**src/rtl/mux_rr_nw_pkg.sv**
```systemverilog
// Shared definitions for the registered N:1 valid/ready selector and its sub-blocks.
package mux_rr_nw_pkg;

    localparam int MODE_SELECT = 0;
    localparam int MODE_RR     = 1;

    // Select/Grant width: clog2 of the channel count, never narrower than one bit.
    function automatic int sel_width(input int n);
        return (n <= 2) ? 1 : $clog2(n);
    endfunction

endpackage

```
**src/rtl/mux_n_1_w.sv**
```systemverilog
// Combinational CHANNELS:1 WIDTH-bit mux; out-of-range selects yield zero.
module mux_n_1_w #(
    parameter int WIDTH    = 5,
    parameter int CHANNELS = 4,
    parameter int SEL_W    = 2
) (
    input  logic [CHANNELS*WIDTH-1:0] data_i,
    input  logic [SEL_W-1:0]          sel_i,
    output logic [WIDTH-1:0]          data_o
);

    always_comb begin
        data_o = '0;
        for (int i = 0; i < CHANNELS; i++) begin
            if (sel_i == SEL_W'(i)) begin
                data_o = data_i[i*WIDTH +: WIDTH];
            end
        end
    end

endmodule

```
**src/rtl/mux_rr_nw.sv**
```systemverilog
// Registered N-channel selector with valid/ready on every port; chooses by Select
// (MODE_SELECT) or by a fair round-robin search starting at ptr_q (MODE_RR).
module mux_rr_nw
    import mux_rr_nw_pkg::*;
#(
    parameter int WIDTH    = 5,
    parameter int CHANNELS = 4,
    parameter int MODE     = 1,
    localparam int SEL_W   = sel_width(CHANNELS)
) (
    input  logic                      Clock,
    input  logic                      Reset_n,
    input  logic [CHANNELS*WIDTH-1:0] In_Data,
    input  logic [CHANNELS-1:0]       In_Valid,
    output logic [CHANNELS-1:0]       In_Ready,
    input  logic [SEL_W-1:0]          Select,
    output logic [WIDTH-1:0]          Out_Data,
    output logic                      Out_Valid,
    input  logic                      Out_Ready,
    output logic [SEL_W-1:0]          Grant
);

    logic [WIDTH-1:0] data_q;
    logic             vld_q;
    logic [SEL_W-1:0] grant_q;
    logic [SEL_W-1:0] ptr_q;
    logic [SEL_W-1:0] ptr_d;

    logic             load;
    logic [SEL_W-1:0] chosen;
    logic             chosen_ok;
    logic [WIDTH-1:0] mux_data;

    assign load = !vld_q || Out_Ready;

    // chosen_ok already folds in the chosen channel's valid, so a transfer is load && chosen_ok.
    always_comb begin
        int               idx;
        logic [SEL_W-1:0] idx_s;
        chosen    = '0;
        chosen_ok = 1'b0;
        idx       = 0;
        idx_s     = '0;
        if (MODE == MODE_SELECT) begin
            chosen = Select;
            for (int i = 0; i < CHANNELS; i++) begin
                if (Select == SEL_W'(i) && In_Valid[i]) begin
                    chosen_ok = 1'b1;
                end
            end
        end else begin
            for (int k = 0; k < CHANNELS; k++) begin
                idx = int'(ptr_q) + k;
                if (idx >= CHANNELS) begin
                    idx = idx - CHANNELS;
                end
                idx_s = SEL_W'(idx);
                if (!chosen_ok && In_Valid[idx_s]) begin
                    chosen    = idx_s;
                    chosen_ok = 1'b1;
                end
            end
        end
    end

    always_comb begin
        for (int i = 0; i < CHANNELS; i++) begin
            In_Ready[i] = load && chosen_ok && (chosen == SEL_W'(i));
        end
    end

    always_comb begin
        ptr_d = ptr_q;
        if (MODE == MODE_RR && load && chosen_ok) begin
            ptr_d = (chosen == SEL_W'(CHANNELS - 1)) ? '0 : chosen + 1'b1;
        end
    end

    mux_n_1_w #(
        .WIDTH    (WIDTH),
        .CHANNELS (CHANNELS),
        .SEL_W    (SEL_W)
    ) u_mux (
        .data_i (In_Data),
        .sel_i  (chosen),
        .data_o (mux_data)
    );

    // Output stage: data and grant only move on a transfer, valid follows every load.
    always_ff @(posedge Clock or negedge Reset_n) begin
        if (!Reset_n) begin
            vld_q   <= 1'b0;
            data_q  <= '0;
            grant_q <= '0;
            ptr_q   <= '0;
        end else if (load) begin
            vld_q <= chosen_ok;
            ptr_q <= ptr_d;
            if (chosen_ok) begin
                data_q  <= mux_data;
                grant_q <= chosen;
            end
        end
    end

    assign Out_Data  = data_q;
    assign Out_Valid = vld_q;
    assign Grant     = grant_q;

endmodule

```
**config.mk**
```make
export PLATFORM = sky130hd
export DESIGN_NAME = mux_rr_nw
export DESIGN_NICKNAME = d
export VERILOG_FILES = /design/src/rtl/mux_rr_nw_pkg.sv /design/src/rtl/mux_n_1_w.sv /design/src/rtl/mux_rr_nw.sv
export SDC_FILE = /design/constraint.sdc
export NUM_CORES = 1
export LEC_CHECK = 0
export CAP_MARGIN = 0
export CORE_ASPECT_RATIO = 0.6
export CORE_MARGIN = 5
export CORE_UTILIZATION = 34
export DETAILED_ROUTE_END_ITERATION = 12
export PLACE_DENSITY_LB_ADDON = 0.3
export SLEW_MARGIN = 0
export SYNTH_ARGS = -nofsm -noshare
export SYNTH_HDL_FRONTEND = slang
export SYNTH_SLANG_ARGS = --single-unit
```
**constraint.sdc**
```tcl
create_clock -name Clock -period 2.1 [get_ports Clock]
set_clock_uncertainty 0.2 [all_clocks]
set_input_delay 0.42 -clock Clock [delete_from_list [all_inputs] [get_ports Clock]]
set_output_delay 0.42 -clock Clock [all_outputs]
set_load 0.02 [all_outputs]
```
==> flow_metrics.tcl <==
set metrics [dict create \
    cp-endpoint "In_Ready[2]" \
    drive_above_1_share_pct 41.1 \
    fmax_mhz 416 \
    power.density_mw_per_mm2 953 \
    grt_pass1_vias 887 \
    clk_pin_slew_worst_paths_ps 50 \
    portBuffers 38 \
    critPathRequiredTime_ps 1480 \
    yosysTopAreaCell "dfrtp_1" \
    rows 13 \
    post-route-period-util_pct 114 \
    critical-path-top-delay-family "simple AND/OR/NAND/NOR gates" \
    crit_path_max_fanout 4 \
    finalPower_uw 1430 \
    grt_max_degree 11 \
    layout_setup_ws_ps -301 \
    dp_hpwl_um 2200 \
    via_count 942 \
    path_class "flip-flop to output port" \
    cp.arrival_ps 1780 \
    fill_cells 161 \
    wl_um 2790 \
    synth_edf_count 0 \
    slowest_delay_ps 400 \
    reg2reg_slack_ps -200 \
    critPathLaunch "ptr_q[1]$_DFFE_PN0P_" \
    ys_top_cells_by_area "dfrtp_1 33%, a21oi_1 7.8%, a221o_1 6.5%" \
    htreeDepth 1 \
    status "finished with violations" \
    crit_path_cell_trace "mux2i_2, nor2_2, or3_4, ha_4, and3_4, buf_6" \
    rsz0062_at_grt "yes" \
    viasPerCell 5.20 \
    clock-sinks 10 \
    violations "setup timing" \
    yosysWarnings 0 \
    syn_inst 88 \
    syn_nets 121 \
    core_sq_mm 0.00216 \
    r2r_cells 8 \
    cts.hold.buffers_added 0 \
    drtIter0Drc 50 \
    finalHoldViolCount 0 \
    wl_per_cell_um 15.4 \
    synth.distinct_cells 29 \
    drv_cap 0 \
    clock_path_buffers 2 \
    relSlewSlack_pct 66.7 \
    regToRegEndpoint "Out_Data[3]$_DFFE_PN0N_" \
    drv_slew 0 \
    synth.most_common_cell "a21oi_1" \
    cpMaxStageDelayCell "dfrtp_2" \
    final_nets 185 \
    worstReg2RegStart "ptr_q[1]$_DFFE_PN0P_" \
    die_h_um 46.8 \
    drc_errors 0 \
    tightestPinTransition_ps 498 \
    finalSetupViolCount 9 \
    globalplace.congestion 0.898 \
    ioPinCount 41 \
    yosysTopAreaCellShare_pct 32.7 \
    path_buf_inv 1 \
    worstSetupEndpointType "output port" \
    grt_overflow 0 \
    die_w_um 71.3 \
    synth_seq_cells 10 \
    synthArstFlopShare_pct 100 \
    first_pass_iters 4 \
    syn2layout_area_growth_pct 95.4 \
    hold_class "input port to async pin" \
    clk_latency_ps 240 \
    cts_tree "done" \
    power.leakage_uw 0.000633 \
    avgSynthCellArea_sq_um 8.70 \
    cts_buffers 3 \
    yosysSeqAreaShare_pct 32.7 \
    root_buffer "clkbuf_8" \
    drtAntennaViolNets 0 \
    fin_util_pct 69.2 \
    ys.flop_type "dfrtp_1" \
    antenna_cells 0 \
    period_minus_slack_ps 2400 \
    die-area_sq_mm 0.00333 \
    peakVddDrop_mv 0.598 \
    cp.depth 6 \
    synthTopCellsByCount "12 x a21oi_1, 10 x dfrtp_1, 7 x inv_1, 7 x nand2_1" \
    synthesis.area_sq_um 766 \
    antenna_found_initial 0 \
    grt_pass1_wl_um 4440 \
    grt_util_all_layers_pct 18.0 \
    initial_utilization_pct 35.4 \
    start_kind "flip-flop" \
]
[area by class of cell]
class,instances,area (sq um),area share [%]
tap,30,37.5,2.51
timing repair buffer,64,564,37.7
clock buffer,4,55.1,3.68
inverter,7,26.3,1.76
sequential,10,251,16.8
multi-input combinational,66,562,37.5
[worst min path at each step]
stage                                     from                      end  cells after the start
after floorplan                        Reset_n     Grant[0]$_DFFE_PN0N_                      0
after global placement    Grant[1]$_DFFE_PN0N_     Grant[1]$_DFFE_PN0N_                      2
after detailed placement  Grant[1]$_DFFE_PN0N_     Grant[1]$_DFFE_PN0N_                      2
after CTS                 Grant[1]$_DFFE_PN0N_     Grant[1]$_DFFE_PN0N_                      2
after global routing      Grant[1]$_DFFE_PN0N_     Grant[1]$_DFFE_PN0N_                      2
final                                  Reset_n  Out_Data[3]$_DFFE_PN0N_                      1
[layout by cell type (no fill, tap or decap), types with 2 or more instances in the layout]
master           Yosys  routed
clkdlybuf4s50_1      0      30
buf_4                0      25
a21oi_1             12      11
dfrtp_1             10       9
nand2_1              7       7
inv_1                7       7
nand3b_1             5       5
a221o_1              5       5
buf_6                1       5
and3_4               0       4
a31oi_1              5       4
clkbuf_8             0       4
nand2b_1             3       3
o21ai_0              3       3
ha_4                 0       3
nor2_1               4       2
nor2_2               0       2
clkbuf_2             0       2
buf_2                2       2
[worst reg2reg max path: cells and delay by family (launching register included)]
family	cells	cell delay, ps
flip-flops	1	400
adder cells (fa/ha/maj)	1	180
AO/OA/AOI/OAI	2	500
buffers and inverters	2	260
AND/OR/NAND/NOR	2	450
multiplexers	1	230
[repair_timing]
item                       CTS  global route
resized for setup           40             9
setup endpoints to repair   11             9
pin swaps                    7             4
setup buffers                3             3
[flip-flops by register name, summed over array words and instances, names as in the netlist]
register	cells
Out_Data	5
ptr_q	2
Grant	2
Out_Valid	1
[metal layers]
layer / routed length [um] / up-vias / share of wire (%) / global-route usage [%]
met5: 0 / - / 0 / 0
met4: 83 / 0 / 3.0 / 9.36
met3: 265 / 9 / 9.5 / 6.62
met2: 1280 / 46 / 46 / 27.6
met1: 1160 / 437 / 42 / 22.7
li1: - / 450 / - / -
[metrics by stage]
| step | hold slack, ps | worst slack (ps) | TNS [ps] | instance area, sq um | cells |
|---|---|---|---|---|---|
| 2_1_floorplan | -75.6 | -43.5 | -67.1 | 842 | 88 |
| 3_3_place_gp | 302 | -977 | -7590 | 1360 | 171 |
| 3_5_place_dp | 303 | -1020 | -8260 | 1360 | 171 |
| 4_1_cts | 314 | -326 | -1690 | 1460 | 178 |
| 5_1_grt | 348 | -351 | -2430 | 1500 | 181 |
| 6_report | 306 | -301 | -1850 | 1500 | 181 |
[power by group]
group	leakage [uW]	switching, uW	internal [uW]
Clock	0.0000288	84.8	166
Combinational	0.000491	399	468
Sequential	0.000113	48.1	261
Total	0.000633	532	894
[cells by family after synthesis]
| kind of cell | count (synthesis) | synth area share (%) |
|---|---|---|
| mux | 2 | 2.78 |
| buf+inv | 12 | 7.19 |
| simple gates | 31 | 25.5 |
| fa+ha+maj | 4 | 6.54 |
| compound gates | 29 | 25.3 |
| flops | 10 | 32.7 |
No activity file was read; power rests on OpenSTA's default activity.
